### src/rtl/aurora_params.sv
// Shared sizing for the Aurora TX packer: default frame/timeout limits and the
// beat record used for the one-deep pending stage.
package aurora_params;

  localparam int PACK_FRAME_BEATS   = 64;
  localparam int PACK_FLUSH_TIMEOUT = 256;

  localparam int LANES    = 4;
  localparam int SAMPLE_W = 32;
  localparam int BEAT_W   = LANES * SAMPLE_W;
  localparam int KEEP_W   = BEAT_W / 8;

  typedef struct packed {
    logic [BEAT_W-1:0] data;
    logic [KEEP_W-1:0] keep;
    logic              last;
  } beat_t;

endpackage

### src/rtl/aurora_tx_packer.sv
// Packs 32-bit samples into 128-bit Aurora beats; frames close on i_tlast,
// on FRAME_BEATS beats, or on an idle timeout (reported via stat_flush).
module aurora_tx_packer
  import aurora_params::*;
#(
  parameter int FRAME_BEATS   = PACK_FRAME_BEATS,
  parameter int FLUSH_TIMEOUT = PACK_FLUSH_TIMEOUT
) (
  input  logic                clk,
  input  logic                rst,
  input  logic [SAMPLE_W-1:0] i_tdata,
  input  logic                i_tvalid,
  input  logic                i_tlast,
  output logic                i_tready,
  output logic [BEAT_W-1:0]   o_tdata,
  output logic [KEEP_W-1:0]   o_tkeep,
  output logic                o_tvalid,
  output logic                o_tlast,
  input  logic                o_tready,
  output logic                stat_flush
);

  localparam int TIMER_W    = $clog2(FLUSH_TIMEOUT + 1);
  localparam int BEAT_CNT_W = (FRAME_BEATS > 1) ? $clog2(FRAME_BEATS) : 1;
  localparam logic [TIMER_W-1:0]    TIMER_MAX = TIMER_W'(FLUSH_TIMEOUT);
  localparam logic [BEAT_CNT_W-1:0] LAST_BEAT = BEAT_CNT_W'(FRAME_BEATS - 1);

  function automatic logic [KEEP_W-1:0] keep_of(input logic [2:0] n);
    keep_of = '0;
    for (int k = 0; k < LANES; k++)
      if (3'(k) < n) keep_of[4*k +: 4] = 4'hF;
  endfunction

  logic [SAMPLE_W-1:0]   acc [0:LANES-2];
  logic [1:0]            lane;
  beat_t                 pend;
  logic                  pend_vld;
  logic [BEAT_CNT_W-1:0] beat_cnt;
  logic [TIMER_W-1:0]    timer;

  logic out_free, accept, beat_end, frame_end, open_frame, expired, drain, flush;
  logic [BEAT_W-1:0] asm_data;
  logic [BEAT_W-1:0] part_data;

  assign out_free   = !o_tvalid || o_tready;
  assign i_tready   = out_free;
  assign accept     = i_tvalid && out_free;
  assign beat_end   = (lane == 2'd3) || i_tlast;
  assign frame_end  = i_tlast || (beat_cnt == LAST_BEAT);
  assign open_frame = (lane != 2'd0) || pend_vld;
  assign expired    = (timer == TIMER_MAX);
  // A frame-ending beat parked behind a held beat drains on its own.
  assign drain      = pend_vld && pend.last && out_free && !accept;
  assign flush      = expired && out_free && !accept && !drain;

  // NOTE: every always_comb output gets a default first so no latch is inferred.
  always_comb begin
    asm_data  = '0;
    part_data = '0;
    for (int k = 0; k < LANES - 1; k++) begin
      if (2'(k) < lane) begin
        asm_data[k*SAMPLE_W +: SAMPLE_W]  = acc[k];
        part_data[k*SAMPLE_W +: SAMPLE_W] = acc[k];
      end
    end
    asm_data[lane*SAMPLE_W +: SAMPLE_W] = i_tdata;
  end

  // NOTE: sample storage carries no reset; lane alone decides which entries are live.
  always_ff @(posedge clk) begin
    if (accept && !beat_end) acc[lane] <= i_tdata;
  end

  // NOTE: state updates use <= so every branch below sees pre-edge values.
  always_ff @(posedge clk or posedge rst) begin
    if (rst) begin
      o_tvalid   <= 1'b0;
      o_tlast    <= 1'b0;
      o_tdata    <= '0;
      o_tkeep    <= '0;
      stat_flush <= 1'b0;
      lane       <= '0;
      beat_cnt   <= '0;
      timer      <= '0;
      pend       <= '0;
      pend_vld   <= 1'b0;
    end else begin
      stat_flush <= 1'b0;
      if (o_tvalid && o_tready) o_tvalid <= 1'b0;

      if (accept) begin
        timer <= '0;
        if (pend_vld) begin
          {o_tdata, o_tkeep, o_tlast} <= pend;
          o_tvalid <= 1'b1;
          pend_vld <= 1'b0;
        end
        if (beat_end) begin
          lane <= '0;
          if (frame_end) begin
            beat_cnt <= '0;
            if (pend_vld) begin
              pend     <= '{data: asm_data, keep: keep_of({1'b0, lane} + 3'd1), last: 1'b1};
              pend_vld <= 1'b1;
            end else begin
              o_tdata  <= asm_data;
              o_tkeep  <= keep_of({1'b0, lane} + 3'd1);
              o_tlast  <= 1'b1;
              o_tvalid <= 1'b1;
            end
          end else begin
            beat_cnt <= beat_cnt + 1'b1;
            pend     <= '{data: asm_data, keep: '1, last: 1'b0};
            pend_vld <= 1'b1;
          end
        end else begin
          lane <= lane + 2'd1;
        end
      end else if (drain) begin
        {o_tdata, o_tkeep, o_tlast} <= pend;
        o_tvalid <= 1'b1;
        pend_vld <= 1'b0;
        timer    <= '0;
      end else if (flush) begin
        if (pend_vld) begin
          o_tdata <= pend.data;
          o_tkeep <= pend.keep;
        end else begin
          o_tdata <= part_data;
          o_tkeep <= keep_of({1'b0, lane});
        end
        o_tlast    <= 1'b1;
        o_tvalid   <= 1'b1;
        pend_vld   <= 1'b0;
        lane       <= '0;
        beat_cnt   <= '0;
        timer      <= '0;
        stat_flush <= 1'b1;
      end else if (!open_frame) begin
        timer <= '0;
      end else if (!expired) begin
        timer <= timer + 1'b1;
      end
    end
  end

endmodule

### config.mk
export PLATFORM = sky130hd
export DESIGN_NAME = aurora_tx_packer
export DESIGN_NICKNAME = d
export VERILOG_FILES = /design/src/rtl/aurora_params.sv /design/src/rtl/aurora_tx_packer.sv
export SDC_FILE = /design/constraint.sdc
export NUM_CORES = 1
export LEC_CHECK = 0
export CORE_MARGIN = 8
export CORE_UTILIZATION = 29
export DETAILED_ROUTE_END_ITERATION = 8
export GPL_ROUTABILITY_DRIVEN = 1
export HOLD_SLACK_MARGIN = 0.1
export PLACE_DENSITY_LB_ADDON = 0.3
export SYNTH_ARGS = -nofsm -noshare
export SYNTH_HDL_FRONTEND = slang
export SYNTH_SLANG_ARGS = --single-unit
### constraint.sdc
create_clock -name clk -period 9.9 [get_ports clk]
set_input_delay 1.98 -clock clk [delete_from_list [all_inputs] [get_ports clk]]
set_output_delay 1.98 -clock clk [all_outputs]
set_load 0.05 [all_outputs]
# Word level (Yosys, flattened, before mapping)
# Memories as Yosys holds them, arrays and structs flattened.
# Cells that the tools add are included.
dict set report op_classes {
  n_reduce_logical 23
  muxes 69
  n_shift 2
  eq_ne 7
  add_sub_neg 5
  n_lt_le_gt_ge 10
}
# cell count
set ops {}
lappend ops {{$mux W128} 8}
lappend ops {{$mux W145} 2}
lappend ops {{$bwmux W128} 1}
lappend ops {{$mux W16} 8}
lappend ops {{$shift A32 B34 Y128 const A} 1}
lappend ops {{$shiftx A32 B34 Y128} 1}
lappend ops {{$mux W32} 3}
lappend ops {{$mux W9} 5}
lappend ops {{$neg A7 Y34} 1}
lappend ops {{$mux W6} 5}
lappend ops {{$mux W4} 7}
lappend ops {{$mux W1} 26}
lappend ops {{$add A9 B1 Y9 const B} 1}
lappend ops {{$eq A9 B9 Y1 const B} 1}
lappend ops {{$logic_and A1 B1 Y1} 9}
lappend ops {{$lt A1 B2 Y1 const A} 4}
lappend ops {{$mux W2} 4}
lappend ops {{$add A6 B1 Y6 const B} 1}
lappend ops {{$eq A6 B6 Y1 const B} 1}
lappend ops {{$lt A1 B3 Y1 const A} 2}
lappend ops {{$lt A2 B3 Y1 const A} 2}
lappend ops {{$reduce_and A3 Y1} 2}
lappend ops {{$ne A5 B3 Y1 const B} 1}
lappend ops {{$logic_not A1 Y1} 4}
lappend ops {{other kinds (10)} 16}
dict set report totals {
  n_memories 1
  output_inout_bits 148
  inputBits 37
  register_bits 310
  ramBits 96
  wordCells 129
}
# name words width rd rd_clocked_by_memory_dff wr line_no
set mem_list {}
lappend mem_list {acc 3 32 3 0 1 aurora_tx_packer.sv:34} ;# logic [SAMPLE_W-1:0] acc [0:LANES-2];

# Depth between registers and ports, before layout
dict set report depth {
  ltp_word 10
  depth_mapped 10
  depth_no_buf 7
}

# Worst setup path after synthesis
# No wires, ideal clock.
dict set report synth_path {
  path_kind {input to output}
  from {input o_tready}
  to {output i_tready}
  required_ps 7920
  n_path_buf 2
  arrival_ps 3050
  path_stages 4
  path_slack_ps 4870
  cell_sequence {nor2b_1 inv_1 clkbuf_1 clkbuf_1}
}
dict set report synth_via {
  elab_chain_cells 1
}
# element line_no
set synth_rtl {}
lappend synth_rtl {{start: declaration} aurora_tx_packer.sv:19} ;# input logic o_tready,
lappend synth_rtl {{$logic_or A1 B1 Y1} aurora_tx_packer.sv:45} ;# assign out_free = !o_tvalid || o_tready;
lappend synth_rtl {{end: declaration} aurora_tx_packer.sv:14} ;# output logic i_tready,
# No other way between the ends.

# Worst setup path after layout
# Same ends and word-level chain as after synthesis.

==> flow_summary_export.csv <==
group,metric,value,unit
synthesis,synth_edf_count,96,
critical_path,crit_type,"in -> out",
critical_path,r2r_end,"o_tdata[122]$_DFFE_PP0P_",
timing,drv_slew,0,
synthesis,syn-cell-area,19200,um^2
global_routing,grt_max_degree,160,
placed_design,post-place-ws,3.64,ns
critical_path,cp-end-kind,"output pin",
min_path,hold_depth,2,
placed_design,place_congestion,0.830,
drt,first_pass_iters,8,
clock_network,clockBufferDepth,3,
floorplanning,io-pin-count,185,
cells_and_area,area_growth,21.6,%
flow_run,cap_violations,0,
floorplanning,die_width,273,um
timing,setup_tns,0,ns
power,power.leakage,0.00864,uW
drt,drt_iter0_markers,2101,
clock_network,cts_max_level,2,
power,power.density,297,nW/um^2
min_path,hold_start,"pend[25]$_DFFE_PP0P_",
power,ir_worst_vdd,0.000135,V
timing,fin_ws,3.63,ns
min_path,hold_class,"reg -> reg",
drt,drt-total-wl,74800,um
cells_and_area,drive_gt1_share,6.60,%
global_routing,grt.total_usage,19.3,%
drt,ant_nets,0,
timing,hold_viol,0,
synthesis,syn_area_per_cell,9.60,um^2
drt,drc_errors,0,
critical_path,worstPathRequired,7.92,ns
critical_path,path_delay_family,"buffers and inverters",
timing,worst_clock_skew,0.0104,ns
cells_and_area,stdcell_count,2988,
timing,relSlewSlack,22.9,%
clock_network,clk_latency,0.58,ns
floorplanning,fp.dieArea,74800,um^2
clock_network,cts_root_buf,"clkbuf_16",
critical_path,cpPeakStageDelay,0.96,ns
drt,route.vias.total,17400,
floorplanning,rows,94,
global_routing,antenna_found_initial,3,
critical_path,start_kind,"input pin",
clock_network,cts_resized,0,
clock_network,cts_buffers,45,
power,power,6950,uW
critical_path,critPathSlowestCell,"clkdlybuf4s50_1",
synthesis,synth_seq_cells,394,
critical_path,critPathMaxFanout,50,
global_routing,first_global_vias,17100,
critical_path,ff2ff_path_depth,9,
drt,wire_per_inst,25.0,um
timing,grt_setup_unrepaired,"no",
floorplanning,start_util,29.2,%
global_routing,grt.overflow.total,0,
cells_and_area,fillCellCount,6418,
placed_design,io_buffers,184,
cells_and_area,fin_util,35.6,%
critical_path,cp_cell_sequence,"clkdlybuf4s50_1 -> nor2b_1 -> buf_4 -> clkinv_1 -> buf_4 -> clkdlybuf4s50_1",
synthesis,syn_inst,2002,
floorplanning,die_y,273,um
timing,finalSetupViolations,0,
critical_path,crit_arrival,4.29,ns
synthesis,ys_types,60,
clock_network,post-cts-setup-buffers,0,
timing,worst_slew_pin_slew,1.15,ns
timing,finalCritPeriodShare,63.3,%
placed_design,dp_hpwl,44000,um
critical_path,cp.depth,6,
clock_network,cts.clk_slew.worst_paths,0.06,ns
clock_network,cts_tree,"built",
synthesis,synth_fp_nets,2050,
floorplanning,core,65700,um^2
synthesis,async_flop_share,75.6,%
status,status,"finished clean",
placed_design,dp.cells,2904,
synthesis,synth_seq_area_share,53.8,%
min_path,worstHoldEndpoint,"pend[25]$_DFFE_PP0P_",
synthesis,ys.warnings.count,0,
global_routing,grt_pass1_wl,112000,um
timing,layout_min_cycle_time,6.27,ns
drt,via_per_inst,5.83,
cells_and_area,fin_nets,2135,
critical_path,reg2reg_setup_slack,6.02,ns
timing,fmax,0.160,GHz
clock_network,ctsHoldBuffers,0,
critical_path,r2r-start,"timer[0]$_DFFE_PP0P_",
critical_path,worst-path-buf-inv,5,
synthesis,synthFlopType,"dfrtp_1",
clock_network,cts_sinks,394,
[cell families (layout without fill, tap and decap cells)]
kind of cell | count (synthesis) | in the layout | share of synthesized area, %
compound gates | 635 | 635 | 23.7
buf+inv | 200 | 320 | 4.05
xor+xnor | 7 | 7 | 0.319
fa+ha+maj | 11 | 11 | 0.716
other cells | 0 | 2 | 0
simple gates | 755 | 755 | 17.4
flops | 394 | 394 | 53.8
[power by group]
part / total [uW] / switching (uW) / leakage, uW / internal, uW
Clock: 1670 / 703 / 0.000720 / 971
Sequential: 2380 / 329 / 0.00483 / 2050
Combinational: 2900 / 2010 / 0.00309 / 889
[metrics by stage]
step,area [um^2],hold slack [ns]
2_1_floorplan,19200,0.441
3_3_place_gp,21900,0.452
3_5_place_dp,21900,0.461
4_1_cts,23400,0.474
5_1_grt,23400,0.494
6_report,23400,0.473
[per-layer routing]
metal / track usage, % / vias to the layer above / routed length [um] / part of all wire [%]
li1: - / 7640 / - / -
met1: 26.3 / 8735 / 32200 / 43
met2: 29.5 / 885 / 33500 / 45
met3: 3.71 / 158 / 6040 / 8.1
met4: 8.60 / 0 / 3030 / 4.1
met5: 0 / - / 0 / 0
[layout by cell type, fill, tap and decap left out, types with 31 or more instances in the layout]
master             n
nand3_1           77
nor2_1            78
a221o_1           31
a221oi_1          61
clkbuf_16         47
clkdlybuf4s50_1  183
a21oi_1           89
o21ai_0          133
nor3_1            36
edfxtp_1          96
o31ai_1           45
o211ai_1          80
a32oi_1           63
nand2b_1          65
buf_4             42
nand2_1          426
dfrtp_1          297
nand4_1           31
[registers in the layout, indices dropped and copies added, names as in the netlist, 2 cells and up]
register  flops
timer         9
o_tkeep      16
o_tdata     128
pend        133
acc          96
beat_cnt      6
lane          2
[synthesized netlist by cell type (7+ instances only)]
master | n | area (um^2)
a21oi_1 | 89 | 445
a221o_1 | 31 | 310
a221oi_1 | 61 | 534
a222oi_1 | 18 | 180
a22o_1 | 7 | 61.3
a22oi_1 | 12 | 90.1
a31oi_1 | 13 | 81.3
a32o_1 | 11 | 110
a32oi_1 | 63 | 552
and3_1 | 9 | 56.3
buf_1 | 12 | 45.0
buf_2 | 10 | 50.1
clkbuf_1 | 165 | 619
dfrtp_1 | 298 | 7460
edfxtp_1 | 96 | 2880
ha_1 | 11 | 138
inv_1 | 9 | 33.8
nand2_1 | 427 | 1600
nand2b_1 | 65 | 407
nand3_1 | 78 | 390
nand4_1 | 31 | 194
nor2_1 | 83 | 312
nor3_1 | 37 | 185
o211ai_1 | 80 | 601
o21a_1 | 14 | 105
o21ai_0 | 133 | 666
o221ai_1 | 11 | 96.3
o2bb2ai_1 | 26 | 228
o31ai_1 | 45 | 338
[cell type report]
cell class                 instances  area [um^2]  share of cell area, %
antenna                            2         5.00                 0.0214
tap                              864         1080                   4.62
inverter                          11         45.0                  0.193
clock buffer                      56         1250                   5.35
sequential                       394        10300                   44.2
multi-input combinational       1408         8280                   35.4
clock inverter                    26          203                  0.867
timing repair buffer             227         2170                   9.29
[worst reg2reg max path, cell delays in order (launching register included)]
cell and delay [ns]:
dfrtp_1 0.43, inv_1 0.10, ha_1 0.15, or4bb_1 0.53
o21ai_0 0.68, nand2_4 0.59, buf_4 0.53, nor2_2 0.18
buf_4 0.38, a221o_1 0.25
[worst max path at each step]
stage | from | end | slack [ns]
finish | o_tready | i_tready | 3.63
global route | o_tready | i_tready | 3.56
CTS | o_tready | i_tready | 3.62
detailed placement | o_tready | i_tready | 3.64
global placement | o_tready | i_tready | 3.64
floorplan | rst | beat_cnt[0]$_DFFE_PP0P_ | 3.96
Note: power is estimated with default switching activity, not from simulation.
